### src/rtl/alu_result_encoder_if.sv
`default_nettype none
// ============================================================================
//  Module   : alu_result_encoder_if
//  Purpose  : Bundle of ALU unit result buses, done flags, and the
//             valid/ready writeback port with error status.
//  Revision : 1.0  initial release
// ============================================================================
interface alu_result_encoder_if #(
  parameter int WIDTH = 16,
  parameter int CNT_W = 8
);
  logic [WIDTH-1:0] Arith_OUT;
  logic [WIDTH-1:0] Logic_OUT;
  logic [WIDTH-1:0] CMP_OUT;
  logic [WIDTH-1:0] Shift_OUT;
  logic             Arith_Flag;
  logic             Logic_Flag;
  logic             CMP_Flag;
  logic             Shift_Flag;
  logic             OUT_READY;
  logic             ERR_CLR;
  logic [WIDTH-1:0] ALU_OUT;
  logic [1:0]       Unit_Code;
  logic             OUT_VALID;
  logic             MULTI_ERR;
  logic             OVF_ERR;
  logic [CNT_W-1:0] ERR_CNT;

  // Producer side: the ALU units and the writeback stage driving the encoder.
  modport master (
    output Arith_OUT, Logic_OUT, CMP_OUT, Shift_OUT,
    output Arith_Flag, Logic_Flag, CMP_Flag, Shift_Flag,
    output OUT_READY, ERR_CLR,
    input  ALU_OUT, Unit_Code, OUT_VALID, MULTI_ERR, OVF_ERR, ERR_CNT
  );

  // Encoder side.
  modport slave (
    input  Arith_OUT, Logic_OUT, CMP_OUT, Shift_OUT,
    input  Arith_Flag, Logic_Flag, CMP_Flag, Shift_Flag,
    input  OUT_READY, ERR_CLR,
    output ALU_OUT, Unit_Code, OUT_VALID, MULTI_ERR, OVF_ERR, ERR_CNT
  );
endinterface
`default_nettype wire

### src/rtl/alu_result_encoder.sv
`default_nettype none
// ============================================================================
//  Module   : alu_result_encoder
//  Purpose  : Collects the four ALU unit results, encodes the source unit,
//             registers the result onto a valid/ready port and flags
//             collisions and stalled-output overflows.
//  Revision : 1.0  initial release
// ============================================================================
module alu_result_encoder #(
  parameter int WIDTH = 16,
  parameter int CNT_W = 8
) (
  input  logic                CLK,
  input  logic                RST,
  alu_result_encoder_if.slave bus
);

  typedef enum logic {
    IDLE = 1'b0,
    FULL = 1'b1
  } state_t;

  localparam logic [CNT_W-1:0] CNT_MAX = '1;
  localparam logic [CNT_W-1:0] CNT_ONE = CNT_W'(1);

  state_t           state;
  state_t           next_state;
  logic             capture;
  logic             multi;
  logic             ovf_evt;
  logic             err_evt;
  logic             load;
  logic [2:0]       flag_cnt;
  logic [WIDTH-1:0] sel_data;
  logic [1:0]       sel_code;
  logic [WIDTH-1:0] data_q;
  logic [1:0]       code_q;
  logic             multi_q;
  logic             ovf_q;
  logic [CNT_W-1:0] cnt_q;

  // Fixed-priority select of the firing unit (Arith > Logic > CMP > Shift).
  always_comb begin
    sel_data = '0;
    sel_code = 2'b00;
    if (bus.Arith_Flag) begin
      sel_data = bus.Arith_OUT;
      sel_code = 2'b00;
    end else if (bus.Logic_Flag) begin
      sel_data = bus.Logic_OUT;
      sel_code = 2'b01;
    end else if (bus.CMP_Flag) begin
      sel_data = bus.CMP_OUT;
      sel_code = 2'b10;
    end else if (bus.Shift_Flag) begin
      sel_data = bus.Shift_OUT;
      sel_code = 2'b11;
    end
  end

  assign flag_cnt = {2'b00, bus.Arith_Flag} + {2'b00, bus.Logic_Flag}
                  + {2'b00, bus.CMP_Flag}   + {2'b00, bus.Shift_Flag};
  assign capture  = (flag_cnt != 3'd0);
  assign multi    = (flag_cnt > 3'd1);
  assign err_evt  = multi | ovf_evt;

  // State register.
  always_ff @(posedge CLK or posedge RST) begin
    if (RST) state <= IDLE;
    else     state <= next_state;
  end

  // Next state, load enable and overflow detection; a drain with a
  // simultaneous capture reloads so back-to-back results see no bubble.
  always_comb begin
    next_state = state;
    load       = 1'b0;
    ovf_evt    = 1'b0;
    case (state)
      IDLE: begin
        if (capture) begin
          load       = 1'b1;
          next_state = FULL;
        end
      end
      FULL: begin
        if (bus.OUT_READY) begin
          load       = capture;
          next_state = capture ? FULL : IDLE;
        end else begin
          ovf_evt = capture;
        end
      end
      default: next_state = IDLE;
    endcase
  end

  // Result register; holds its value when drained or when a result is dropped.
  always_ff @(posedge CLK or posedge RST) begin
    if (RST) begin
      data_q <= '0;
      code_q <= 2'b00;
    end else if (load) begin
      data_q <= sel_data;
      code_q <= sel_code;
    end
  end

  // Sticky errors and saturating counter; a clear takes effect before any
  // error recorded in the same cycle.
  always_ff @(posedge CLK or posedge RST) begin
    if (RST) begin
      multi_q <= 1'b0;
      ovf_q   <= 1'b0;
      cnt_q   <= '0;
    end else if (bus.ERR_CLR) begin
      multi_q <= multi;
      ovf_q   <= ovf_evt;
      cnt_q   <= err_evt ? CNT_ONE : '0;
    end else begin
      multi_q <= multi_q | multi;
      ovf_q   <= ovf_q | ovf_evt;
      if (err_evt && (cnt_q != CNT_MAX)) cnt_q <= cnt_q + CNT_ONE;
    end
  end

  assign bus.ALU_OUT   = data_q;
  assign bus.Unit_Code = code_q;
  assign bus.OUT_VALID = (state == FULL);
  assign bus.MULTI_ERR = multi_q;
  assign bus.OVF_ERR   = ovf_q;
  assign bus.ERR_CNT   = cnt_q;

endmodule
`default_nettype wire

### src/flat_wrapper.sv
// flat-port wrapper written by rule: the top's interface ports become plain ports
module alu_result_encoder_flat 
#(
  parameter int WIDTH = 16,
  parameter int CNT_W = 8
)
  (CLK, RST, bus_Arith_OUT, bus_Logic_OUT, bus_CMP_OUT, bus_Shift_OUT, bus_Arith_Flag, bus_Logic_Flag, bus_CMP_Flag, bus_Shift_Flag, bus_OUT_READY, bus_ERR_CLR, bus_ALU_OUT, bus_Unit_Code, bus_OUT_VALID, bus_MULTI_ERR, bus_OVF_ERR, bus_ERR_CNT);
  alu_result_encoder_if #(.WIDTH(WIDTH), .CNT_W(CNT_W)) bus_i ();
  input  logic CLK;
  input  logic RST;
  input wire logic [$bits(bus_i.Arith_OUT)-1:0] bus_Arith_OUT;
  input wire logic [$bits(bus_i.Logic_OUT)-1:0] bus_Logic_OUT;
  input wire logic [$bits(bus_i.CMP_OUT)-1:0] bus_CMP_OUT;
  input wire logic [$bits(bus_i.Shift_OUT)-1:0] bus_Shift_OUT;
  input wire logic [$bits(bus_i.Arith_Flag)-1:0] bus_Arith_Flag;
  input wire logic [$bits(bus_i.Logic_Flag)-1:0] bus_Logic_Flag;
  input wire logic [$bits(bus_i.CMP_Flag)-1:0] bus_CMP_Flag;
  input wire logic [$bits(bus_i.Shift_Flag)-1:0] bus_Shift_Flag;
  input wire logic [$bits(bus_i.OUT_READY)-1:0] bus_OUT_READY;
  input wire logic [$bits(bus_i.ERR_CLR)-1:0] bus_ERR_CLR;
  output wire logic [$bits(bus_i.ALU_OUT)-1:0] bus_ALU_OUT;
  output wire logic [$bits(bus_i.Unit_Code)-1:0] bus_Unit_Code;
  output wire logic [$bits(bus_i.OUT_VALID)-1:0] bus_OUT_VALID;
  output wire logic [$bits(bus_i.MULTI_ERR)-1:0] bus_MULTI_ERR;
  output wire logic [$bits(bus_i.OVF_ERR)-1:0] bus_OVF_ERR;
  output wire logic [$bits(bus_i.ERR_CNT)-1:0] bus_ERR_CNT;
  assign bus_i.Arith_OUT = bus_Arith_OUT;
  assign bus_i.Logic_OUT = bus_Logic_OUT;
  assign bus_i.CMP_OUT = bus_CMP_OUT;
  assign bus_i.Shift_OUT = bus_Shift_OUT;
  assign bus_i.Arith_Flag = bus_Arith_Flag;
  assign bus_i.Logic_Flag = bus_Logic_Flag;
  assign bus_i.CMP_Flag = bus_CMP_Flag;
  assign bus_i.Shift_Flag = bus_Shift_Flag;
  assign bus_i.OUT_READY = bus_OUT_READY;
  assign bus_i.ERR_CLR = bus_ERR_CLR;
  assign bus_ALU_OUT = bus_i.ALU_OUT;
  assign bus_Unit_Code = bus_i.Unit_Code;
  assign bus_OUT_VALID = bus_i.OUT_VALID;
  assign bus_MULTI_ERR = bus_i.MULTI_ERR;
  assign bus_OVF_ERR = bus_i.OVF_ERR;
  assign bus_ERR_CNT = bus_i.ERR_CNT;
  alu_result_encoder #(.WIDTH(WIDTH), .CNT_W(CNT_W)) u_core (.CLK(CLK), .RST(RST), .bus(bus_i));
endmodule
### config.mk
export PLATFORM = sky130hd
export DESIGN_NAME = alu_result_encoder_flat
export DESIGN_NICKNAME = d
export VERILOG_FILES = /design/src/rtl/alu_result_encoder_if.sv /design/src/rtl/alu_result_encoder.sv /design/src/flat_wrapper.sv
export SDC_FILE = /design/constraint.sdc
export NUM_CORES = 1
export LEC_CHECK = 0
export ABC_AREA = 1
export BUFFER_PORTS_ARGS = -buffer_cell sky130_fd_sc_hd__buf_2
export CAP_MARGIN = 20
export CORE_ASPECT_RATIO = 1.25
export CORE_UTILIZATION = 40
export CTS_CLUSTER_SIZE = 24
export DETAILED_ROUTE_END_ITERATION = 8
export HOLD_SLACK_MARGIN = 0.15
export PLACE_DENSITY = 0.76
export SYNTH_ARGS = -nofsm -noshare
export SYNTH_HDL_FRONTEND = slang
export SYNTH_SLANG_ARGS = --single-unit
### constraint.sdc
create_clock -name CLK -period 1.2 [get_ports CLK]
set_input_delay 0 -clock CLK [delete_from_list [all_inputs] [get_ports CLK]]
set_output_delay 0 -clock CLK [all_outputs]
set_load 0.01 [all_outputs]
==> results of run 1 <==
-- per-layer routing --
layer / vias up / share of wire, % / GRT usage (%)
li1: 1177 / - / -
met1: 1188 / 37 / 33.3
met2: 126 / 52 / 58.5
met3: 44 / 5.1 / 3.97
met4: 0 / 5.1 / 13.3
met5: - / 0 / 0
-- synthesized netlist by cell type, drive strengths merged --
cell type	instances	area share [%]
a21oi	48	13
buf	12	5.0
clkbuf	1	0.20
clkinv	1	0.20
dfrtp	29	40
fa	1	1.1
ha	4	2.7
inv	15	3.1
nand2	64	14
nand3	15	4.1
nor2	28	6.6
o211ai	16	6.5
o21ai	7	1.9
o21bai	1	0.41
o31ai	1	0.41
xnor2	1	0.48
xor2	2	0.95
-- per-stage QoR --
step | TNS, ns | instances
4_1_cts | -3.77 | 477
3_5_place_dp | -15.10 | 412
3_3_place_gp | -14.01 | 412
2_1_floorplan | -8.12 | 246
6_report | -6.18 | 479
5_1_grt | -8.20 | 479
-- worst register-to-register path: cells and delay by family (launching register included) --
family / cells / cell delay [ns]
buffers and inverters: 3 / 0.43
and+or+nand+nor: 2 / 0.36
DFF: 1 / 0.34
AOI/OAI and AO/OA: 2 / 0.21
-- final timing paths --
kind / from / end / cells after the start
max: bus_Arith_Flag / u_core.bus.ALU_OUT[12] / 10
min: bus_Logic_Flag / u_core.bus.Unit_Code[1] / 3
max reg2reg: u_core.bus.OUT_VALID / u_core.bus.ALU_OUT[12] / 7
min reg2reg: u_core.bus.MULTI_ERR / u_core.bus.MULTI_ERR / 2
max in group asynchronous: RST / u_core.bus.OVF_ERR / 4
min in group asynchronous: RST / u_core.bus.ALU_OUT[0] / 4
-- placed cells by master, fill, tap and decap left out, types with 3 or more instances in the layout --
cell type / Yosys / routed
sky130_fd_sc_hd__a21oi_2: 0 / 19
sky130_fd_sc_hd__nand2_1: 61 / 55
sky130_fd_sc_hd__nand3_1: 15 / 13
sky130_fd_sc_hd__o211ai_1: 16 / 16
sky130_fd_sc_hd__nor2_1: 27 / 25
sky130_fd_sc_hd__inv_1: 14 / 14
sky130_fd_sc_hd__dfrtp_1: 29 / 29
sky130_fd_sc_hd__buf_2: 4 / 98
sky130_fd_sc_hd__clkbuf_8: 0 / 5
sky130_fd_sc_hd__a21oi_1: 48 / 23
sky130_fd_sc_hd__buf_4: 6 / 22
sky130_fd_sc_hd__dlygate4sd3_1: 0 / 52
sky130_fd_sc_hd__nand2_4: 1 / 6
sky130_fd_sc_hd__a21oi_4: 0 / 6
sky130_fd_sc_hd__buf_6: 1 / 4
sky130_fd_sc_hd__nand2_2: 2 / 3
sky130_fd_sc_hd__o21ai_0: 7 / 4
-- where the power goes --
part	total [mW]	switching, mW	internal (mW)
Clock	0.846	0.446	0.400
Combinational	1.70	0.907	0.789
Sequential	1.35	0.173	1.18
-- layout make-up --
class / instances / area (um2)
Inverter: 16 / 65.1
Timing Repair Buffer: 179 / 1280
Sequential cell: 29 / 726
Clock inverter: 3 / 17.5
Fill cell: 301 / 941
Tap cell: 58 / 72.6
Clock buffer: 5 / 68.8
Multi-Input combinational cell: 189 / 1220
-- repair_timing --
item / in CTS / in global routing
gates resized for setup: 24 / 32
hold buffers: 52 / 0
cloned: 1 / 1
hold endpoints to repair: 49 / 0
pin swaps: 19 / 6
setup buffers: 4 / 2
setup endpoints to repair: 26 / 27
-- sequential cells by signal, indices dropped and copies added (netlist names) --
register / flops
u_core.bus.ALU_OUT: 16
u_core.bus.Unit_Code: 2
u_core.bus.MULTI_ERR: 1
u_core.bus.OVF_ERR: 1
u_core.bus.ERR_CNT: 8
u_core.bus.OUT_VALID: 1
-- cell families (layout without fill, tap and decap cells) --
logic type	after synthesis	count (layout)	share of synthesized area, %
fa+ha+maj	5	5	3.81
buf+inv	29	203	8.45
simple gates	107	108	24.5
xor+xnor	3	3	1.43
compound gates	73	73	22.3
flops	29	29	39.5
==> impl_metrics.tcl, run 1 <==
set metrics [dict create \
    outcome "finished with violations" \
    failed_checks "negative setup slack" \
    layout-drive-gt1-share_pct 43.0 \
    grt_pass1_vias 2559 \
    initialDrtViolationCount 171 \
    total_of_endpoints_with_negative_setup_slack_in_the_final_report 27 \
    startpoint_class_of_the_critical_path "input port" \
    cpMostUsedCell "sky130_fd_sc_hd__ha_4" \
    final_antenna_net_count 0 \
    setup.reg_to_reg.worst_slack_ns -0.22 \
    vias 2535 \
    floorplan.die.width_um 62.6 \
    diodes 0 \
    timing.final.hold_violations 0 \
    synth.ff_latch_count 29 \
    grt_first_pass_wirelength_um 11600 \
    finClkSkew_ns 0.0186 \
    peakVddDrop_uv 866 \
    postSynthCellCount 246 \
    cp_arrival_ns 1.71 \
    synth.distinct_cells 24 \
    synthToLayoutAreaGrowth_pct 87.9 \
    critical_path.max_stage_delay_ns 0.39 \
    mappedNetlistArea_mm2 0.00184 \
    cpLargestDelayFamily "adder cells" \
    post_drt_via_cell_ratio 5.29 \
    synth.yosys.seq_area_share_pct 39.5 \
    grt_antenna_before_repair 0 \
    clk_root_buffer_cell "sky130_fd_sc_hd__clkbuf_8" \
    gp_routability_congestion 0.850 \
    slew_viol_final 0 \
    finish.net_count 497 \
    h-tree-depth 2 \
    net_count_synth 323 \
    final_area_mm2 0.00345 \
    floorplan.initialDensity_pct 41.8 \
    finalCoreUtilization_pct 78.6 \
    synthesis.yosys.warnings 0 \
    worst_setup_path_end_kind "flip-flop" \
    post_dp_cell_area_mm2 0.00254 \
    worst_skew_pair.late_latency_ns 0.31 \
    globalRouteOverflowTotal 0 \
    period_minus_slack_ns 1.49 \
    type_of_the_worst_setup_path "in -> reg" \
    fin_crit_sh_pct 124 \
    fp-row-count 27 \
    power_per_cell_area_mw_per_mm2 1130 \
    grt_start_max_net_pins 30 \
    drc_errors 0 \
    floorplan.die_area_mm2 0.00487 \
    finalHoldWorstSlack_ns 0.147 \
    global_route.usage.total_pct 30.7 \
    post-route-worst-setup-slack_ns -0.294 \
    first_pass_iters 4 \
    wl_per_cell_um 17.0 \
    cts_buffers 5 \
    fin_total_pwr_mw 3.89 \
    power.leakage_nw 1.64 \
    setup_repair_after_global_routing_missed_its_margin "true" \
    hold_class "in -> reg" \
    achievable-frequency_mhz 669 \
    dpl.hpwl_um 4200 \
    cp_max_fo 8 \
    worst-endpoint-required_ns 1.41 \
    critical_path.slowest_cell "sky130_fd_sc_hd__fa_2" \
    clk_pin_slew_ns 0.08 \
    preCtsSetupSlack_ns -0.611 \
    slew-limit-headroom_pct 66.7 \
    pin_count 101 \
    port_buffers 100 \
    clock_tree.buffer_depth 2 \
    mean_instance_size_in_the_synthesized_netlist_um2 7.47 \
    path_cells "buf_8, ha_4, fa_2, ha_4, nor2_4, nand2_4, nand2_8, clkbuf_16, a21oi_2, a21oi_1" \
    cts.sink_count 29 \
    cts_tree "done" \
    max_cap_viol_count 0 \
    coreArea_mm2 0.00439 \
    drt-total-wl_um 8130 \
    max_slew.worst_pin.slew_ns 0.494 \
    cp_num_buf_inv 2 \
    floorplan.die.height_um 77.8 \
]
(Power assumes the default switching activity.)
==> run 2: changes to the inputs <==
--- a/config.mk
+++ b/config.mk
@@ -9,11 +9,12 @@
 export BUFFER_PORTS_ARGS = -buffer_cell sky130_fd_sc_hd__buf_2
 export CAP_MARGIN = 20
 export CORE_ASPECT_RATIO = 1.25
-export CORE_UTILIZATION = 40
+export CORE_UTILIZATION = 42
+export CTS_BUF_LIST = sky130_fd_sc_hd__clkbuf_8
 export CTS_CLUSTER_SIZE = 24
 export DETAILED_ROUTE_END_ITERATION = 8
 export HOLD_SLACK_MARGIN = 0.15
-export PLACE_DENSITY = 0.76
+export PLACE_DENSITY = 0.79
 export SYNTH_ARGS = -nofsm -noshare
 export SYNTH_HDL_FRONTEND = slang
 export SYNTH_SLANG_ARGS = --single-unit
==> impl_metrics.tcl, run 2 (synthesis results as in run 1) <==
set metrics [dict create \
    outcome "finished with violations" \
    failed_checks "negative setup slack" \
    critical_path.slowest_cell "sky130_fd_sc_hd__fa_2" \
    period_minus_slack_ns 1.57 \
    fillers 240 \
    multi_input_comb_area_mm2 0.00124 \
    critical_path.max_stage_delay_ns 0.39 \
    min_delay_worst_endpoint "u_core.bus.OVF_ERR" \
    wl_per_cell_um 18.8 \
    finalHoldWorstSlack_ns 0.0958 \
    final_antenna_net_count 0 \
    post-route-worst-setup-slack_ns -0.367 \
    finish.net_count 495 \
    clock_tree.buffer_depth 2 \
    setup.reg_to_reg.worst_slack_ns -0.29 \
    cp_arrival_ns 1.77 \
    fin_crit_sh_pct 131 \
    grt_start_max_net_pins 30 \
    max_slew.worst_pin.slew_ns 0.485 \
    globalRouteOverflowTotal 0 \
    dpl.hpwl_um 4240 \
    grt_antenna_before_repair 0 \
    slew-limit-headroom_pct 67.6 \
    startpoint_class_of_the_critical_path "input port" \
    setup_repair_after_global_routing_missed_its_margin "true" \
    total_of_endpoints_with_negative_setup_slack_in_the_final_report 28 \
    global_route.usage.total_pct 35.9 \
    port_buffers 100 \
    initialDrtViolationCount 264 \
    final_area_mm2 0.00348 \
    pin_count 101 \
    slew_viol_final 0 \
    floorplan.die_area_mm2 0.00464 \
    worst_setup_path_end_kind "flip-flop" \
    floorplan.die.height_um 75.9 \
    max_cap_viol_count 0 \
    cts_hold_buffers 50 \
    layout.cells.most_common_list "sky130_fd_sc_hd__buf_2 (98), sky130_fd_sc_hd__nand2_1 (54), sky130_fd_sc_hd__dlygate4sd3_1 (50), sky130_fd_sc_hd__dfrtp_1 (29)" \
    cpMostUsedCell "sky130_fd_sc_hd__ha_4" \
    floorplan.die.width_um 61.2 \
    layout-drive-gt1-share_pct 44.2 \
    seq_area_um2 726 \
    floorplan.initialDensity_pct 44.5 \
    cts_buffers 5 \
    post_drt_via_cell_ratio 5.58 \
    fp-row-count 26 \
    first_pass_iters 5 \
    type_of_the_worst_setup_path "in -> reg" \
    coreArea_mm2 0.00413 \
    worst_skew_pair.late_latency_ns 0.29 \
    holdCritStartpoint "bus_OUT_READY" \
    whs_path_depth 4 \
    timing.reg2reg.worst_path_depth 7 \
    most_common_library_cell_in_the_layout_ignoring_fill_and_taps "sky130_fd_sc_hd__buf_2" \
    hold_class "in -> reg" \
    synthToLayoutAreaGrowth_pct 89.4 \
    cts.sink_count 29 \
    drt-total-wl_um 8910 \
    clk_pin_slew_ns 0.07 \
    largest_register_ff_count 16 \
    cp_max_fo 8 \
    peakVddDrop_uv 615 \
    post_dp_cell_area_mm2 0.00254 \
    diodes 0 \
    rr_startpoint "u_core.bus.OUT_VALID" \
    timing.final.hold_violations 0 \
    worst_r2r_endpoint "u_core.bus.ALU_OUT[3]" \
    power_per_cell_area_mw_per_mm2 1200 \
    clk_root_buffer_cell "sky130_fd_sc_hd__clkbuf_8" \
    finClkSkew_ns 0.00381 \
    path_cells "buf_6, ha_4, fa_2, ha_4, nor2_4, nand2_4, nand2_8, buf_12, a21oi_2, a21oi_1" \
    worst-endpoint-required_ns 1.40 \
    grt_first_pass_wirelength_um 12400 \
    vias 2649 \
    cts_tree "done" \
    gp_routability_congestion 0.916 \
    h-tree-depth 2 \
    power.leakage_nw 1.66 \
    grt_pass1_vias 2617 \
    drc_errors 0 \
    achievable-frequency_mhz 638 \
]
-- run 2: how the worst max path moves through the flow --
stage                   startpoint                endpoint  slack, ns
floorplan           bus_Logic_Flag   u_core.bus.ERR_CNT[7]      -0.35
global placement    bus_Logic_Flag   u_core.bus.ERR_CNT[7]      -0.56
detailed placement  bus_Logic_Flag   u_core.bus.ERR_CNT[5]      -0.61
CTS                 bus_Arith_Flag   u_core.bus.ERR_CNT[5]      -0.18
global route        bus_Arith_Flag  u_core.bus.ALU_OUT[14]      -0.39
finish              bus_Arith_Flag   u_core.bus.ALU_OUT[3]      -0.37
-- run 2: metrics by stage --
stage	cells	power (mW)	util [%]	worst slack [ns]	TNS [ns]
finish	475	4.18	84.2	-0.367	-8.27
global route	475	4.33	84.2	-0.390	-9.14
CTS	473	3.79	79.6	-0.178	-3.77
detailed placement	410	2.49	61.5	-0.606	-14.96
global placement	410	2.45	61.5	-0.564	-13.92
floorplan	246	1.97	-	-0.351	-8.12
-- run 2: routing by layer --
metal / up-vias / track usage, % / wire [um]
met5: - / 0 / 0
met4: 0 / 20.0 / 478
met3: 53 / 8.87 / 625
met2: 180 / 58.5 / 4680
met1: 1247 / 41.2 / 3130
li1: 1169 / - / -
-- run 2: worst max-delay path: cells and delay by family --
family                     cells  cell delay, ns
AOI/OAI and AO/OA              2            0.23
and+or+nand+nor                3            0.41
adders and majority gates      3            0.85
buffers and inverters          2            0.25
-- run 2: cell type report --
cell class	instances	area share, %
multi-input cells	189	35.5
inverters	16	1.87
clock inverters	2	0.971
repair buffers	177	36.4
clock buffers	6	2.37
well taps	56	2.01
flip-flops and latches	29	20.9
-- run 2: repair_timing --
item,in CTS,in global routing
setup endpoints to repair,26,27
pin swaps,19,7
cloned,1,1
resized for setup,28,36
endpoints found under the hold margin,52,1
buffers inserted,4,2
-- run 2: report_power, final --
| group | total (mW) | switching (mW) | internal, mW |
|---|---|---|---|
| Clock | 1.07 | 0.398 | 0.668 |
| Sequential | 1.35 | 0.169 | 1.18 |
| Combinational | 1.76 | 0.963 | 0.800 |
==> run 3: changes to the inputs <==
--- a/config.mk
+++ b/config.mk
@@ -6,15 +6,15 @@
 export NUM_CORES = 1
 export LEC_CHECK = 0
 export ABC_AREA = 1
-export BUFFER_PORTS_ARGS = -buffer_cell sky130_fd_sc_hd__buf_2
 export CAP_MARGIN = 20
 export CORE_ASPECT_RATIO = 1.25
-export CORE_UTILIZATION = 42
+export CORE_UTILIZATION = 59
 export CTS_BUF_LIST = sky130_fd_sc_hd__clkbuf_8
 export CTS_CLUSTER_SIZE = 24
 export DETAILED_ROUTE_END_ITERATION = 8
+export DONT_BUFFER_PORTS = 1
 export HOLD_SLACK_MARGIN = 0.15
-export PLACE_DENSITY = 0.79
+export PLACE_DENSITY = 0.78
 export SYNTH_ARGS = -nofsm -noshare
 export SYNTH_HDL_FRONTEND = slang
 export SYNTH_SLANG_ARGS = --single-unit
==> impl_metrics.tcl, run 3 (synthesis results as in run 1) <==
set metrics [dict create \
    fp-row-count 22 \
    globalRouteOverflowTotal 0 \
    startpoint_class_of_the_critical_path "input port" \
    timing.setup.tns_ns -2.52 \
    hold_class "in -> reg" \
    failed_checks "negative hold slack, negative setup slack" \
    seq_area_um2 726 \
    power.leakage_nw 1.06 \
    synthToLayoutAreaGrowth_pct 32.5 \
    clock_tree.buffer_depth 2 \
    layout-drive-gt1-share_pct 32.0 \
    diodes 0 \
    pin_count 101 \
    gp_routability_congestion 0.798 \
    h-tree-depth 2 \
    most_common_library_cell_in_the_layout_ignoring_fill_and_taps "sky130_fd_sc_hd__nand2_1" \
    finalHoldWorstSlack_ns -0.107 \
    vias 1881 \
    setup_repair_after_global_routing_missed_its_margin "true" \
    worst_skew_pair.late_latency_ns 0.28 \
    grt_antenna_before_repair 0 \
    timing.final.hold_violations 16 \
    layout.cells.most_common_list "sky130_fd_sc_hd__nand2_1 (55), sky130_fd_sc_hd__a21oi_1 (31), sky130_fd_sc_hd__dfrtp_1 (29), sky130_fd_sc_hd__buf_4 (26), sky130_fd_sc_hd__nor2_1 (20)" \
    post_dp_cell_area_mm2 0.00205 \
    cp_max_fo 5 \
    power_per_cell_area_mw_per_mm2 1330 \
    grt_first_pass_wirelength_um 7670 \
    floorplan.die.height_um 64.4 \
    floorplan.initialDensity_pct 62.4 \
    final_area_mm2 0.00243 \
    port_buffers 0 \
    wl_met2_um 2700 \
    floorplan.die.width_um 51.9 \
    max_cap_viol_count 0 \
    first_pass_iters 5 \
    multi_input_comb_area_mm2 0.00120 \
    type_of_the_worst_setup_path "in -> reg" \
    cp_arrival_ns 1.60 \
    worst_setup_path_end_kind "flip-flop" \
    cts.sink_count 29 \
    met3_wirelength_um 430 \
    peakVddDrop_uv 1010 \
    grt_start_max_net_pins 30 \
    drt-total-wl_um 5400 \
    cts_hold_buffers 5 \
    global_route.usage.total_pct 31.2 \
    fillers 181 \
    drc_errors 0 \
    met1Wirelength_um 2120 \
    cts_buffers 5 \
    clk_root_buffer_cell "sky130_fd_sc_hd__clkbuf_8" \
    clk_pin_slew_ns 0.06 \
    grt_pass1_vias 1705 \
    fin_crit_sh_pct 116 \
    initialDrtViolationCount 76 \
    slew-limit-headroom_pct 57.9 \
    period_minus_slack_ns 1.40 \
    total_of_endpoints_with_negative_setup_slack_in_the_final_report 27 \
    finish.net_count 355 \
    max_slew.worst_pin.slew_ns 0.629 \
    cts_tree "done" \
    highest-signal-layer "met4" \
    floorplan.die_area_mm2 0.00334 \
    post-route-worst-setup-slack_ns -0.196 \
    slew_viol_final 0 \
    largest_register_ff_count 16 \
    achievable-frequency_mhz 716 \
    wl_per_cell_um 17.2 \
    coreArea_mm2 0.00295 \
    finClkSkew_ns 0.00294 \
    post_drt_via_cell_ratio 5.99 \
    worst-endpoint-required_ns 1.40 \
    outcome "finished with violations" \
    final_antenna_net_count 0 \
    dpl.hpwl_um 3440 \
    preCtsSetupSlack_ns -0.485 \
]
==> run 3: cell types whose count changed in the layout (fill, tap and decap cells not counted), sizes merged <==
cell and change:
buf -94, dlygate4sd3 -45, bufinv -1, clkbuf -1
==> run 3: cell type report <==
cell class,instances,share of cell area (%)
Clock inverter,1,0.154
Inverter,16,2.67
Timing Repair Buffer,37,12.9
Multi-Input combinational cell,189,49.3
Sequential cell,29,29.8
Clock buffer,6,3.39
Tap cell,36,1.85
==> run 3: layer usage <==
metal,GRT usage (%),vias up
li1,-,885
met1,36.3,873
met2,52.1,104
met3,9.76,19
met4,12.2,0
met5,0,-
==> run 3: path summary, 6_finish.rpt <==
kind,start,end,slack (ns),depth (start not counted)
setup / recovery,bus_Logic_Flag,u_core.bus.ERR_CNT[6],-0.20,11
hold / removal,bus_Arith_Flag,u_core.bus.ALU_OUT[12],-0.11,2
setup reg to reg,u_core.bus.ERR_CNT[0],u_core.bus.ERR_CNT[6],-0.19,8
hold reg to reg,u_core.bus.OVF_ERR,u_core.bus.OVF_ERR,0.55,2
max in group asynchronous,RST,u_core.bus.ALU_OUT[3],0.70,3
min in group asynchronous,RST,u_core.bus.OVF_ERR,0.23,3
==> run 3: power breakdown <==
group / total [mW] / internal, mW / switching, mW
clock: 0.810 / 0.445 / 0.364
combinational: 1.00 / 0.451 / 0.553
sequential: 1.43 / 1.18 / 0.250
total: 3.24 / 2.08 / 1.17
==> run 3: per-stage QoR <==
stage	power, mW	cells	utilization, %	hold slack (ns)
6_report	3.24	314	82.6	-0.107
5_1_grt	3.39	314	82.6	-0.108
4_1_cts	3.12	313	79.4	-0.108
3_5_place_dp	2.18	297	69.8	-0.0160
3_3_place_gp	2.15	297	69.8	-0.0202
2_1_floorplan	1.97	246	-	0.0781
==> run 3: what timing repair did <==
| action | in CTS | in global routing |
|---|---|---|
| gates resized for setup | 36 | 20 |
| gates cloned | 2 | 0 |
| setup buffers | 2 | 1 |
| hold endpoints to repair | 56 | 18 |
| endpoints found under the setup margin | 26 | 27 |
| pin swaps | 21 | 8 |
==> run 3: worst max-delay path, stage by stage <==
cell                      delay (ns)
sky130_fd_sc_hd__ha_4           0.22
sky130_fd_sc_hd__fa_2           0.39
sky130_fd_sc_hd__ha_4           0.29
sky130_fd_sc_hd__nor2_4         0.04
sky130_fd_sc_hd__nand2_4        0.08
sky130_fd_sc_hd__nand2_4        0.08
sky130_fd_sc_hd__nand2_8        0.11
sky130_fd_sc_hd__nand2_1        0.09
sky130_fd_sc_hd__nand2_1        0.06
sky130_fd_sc_hd__nand2_1        0.07
sky130_fd_sc_hd__nor2_1         0.16
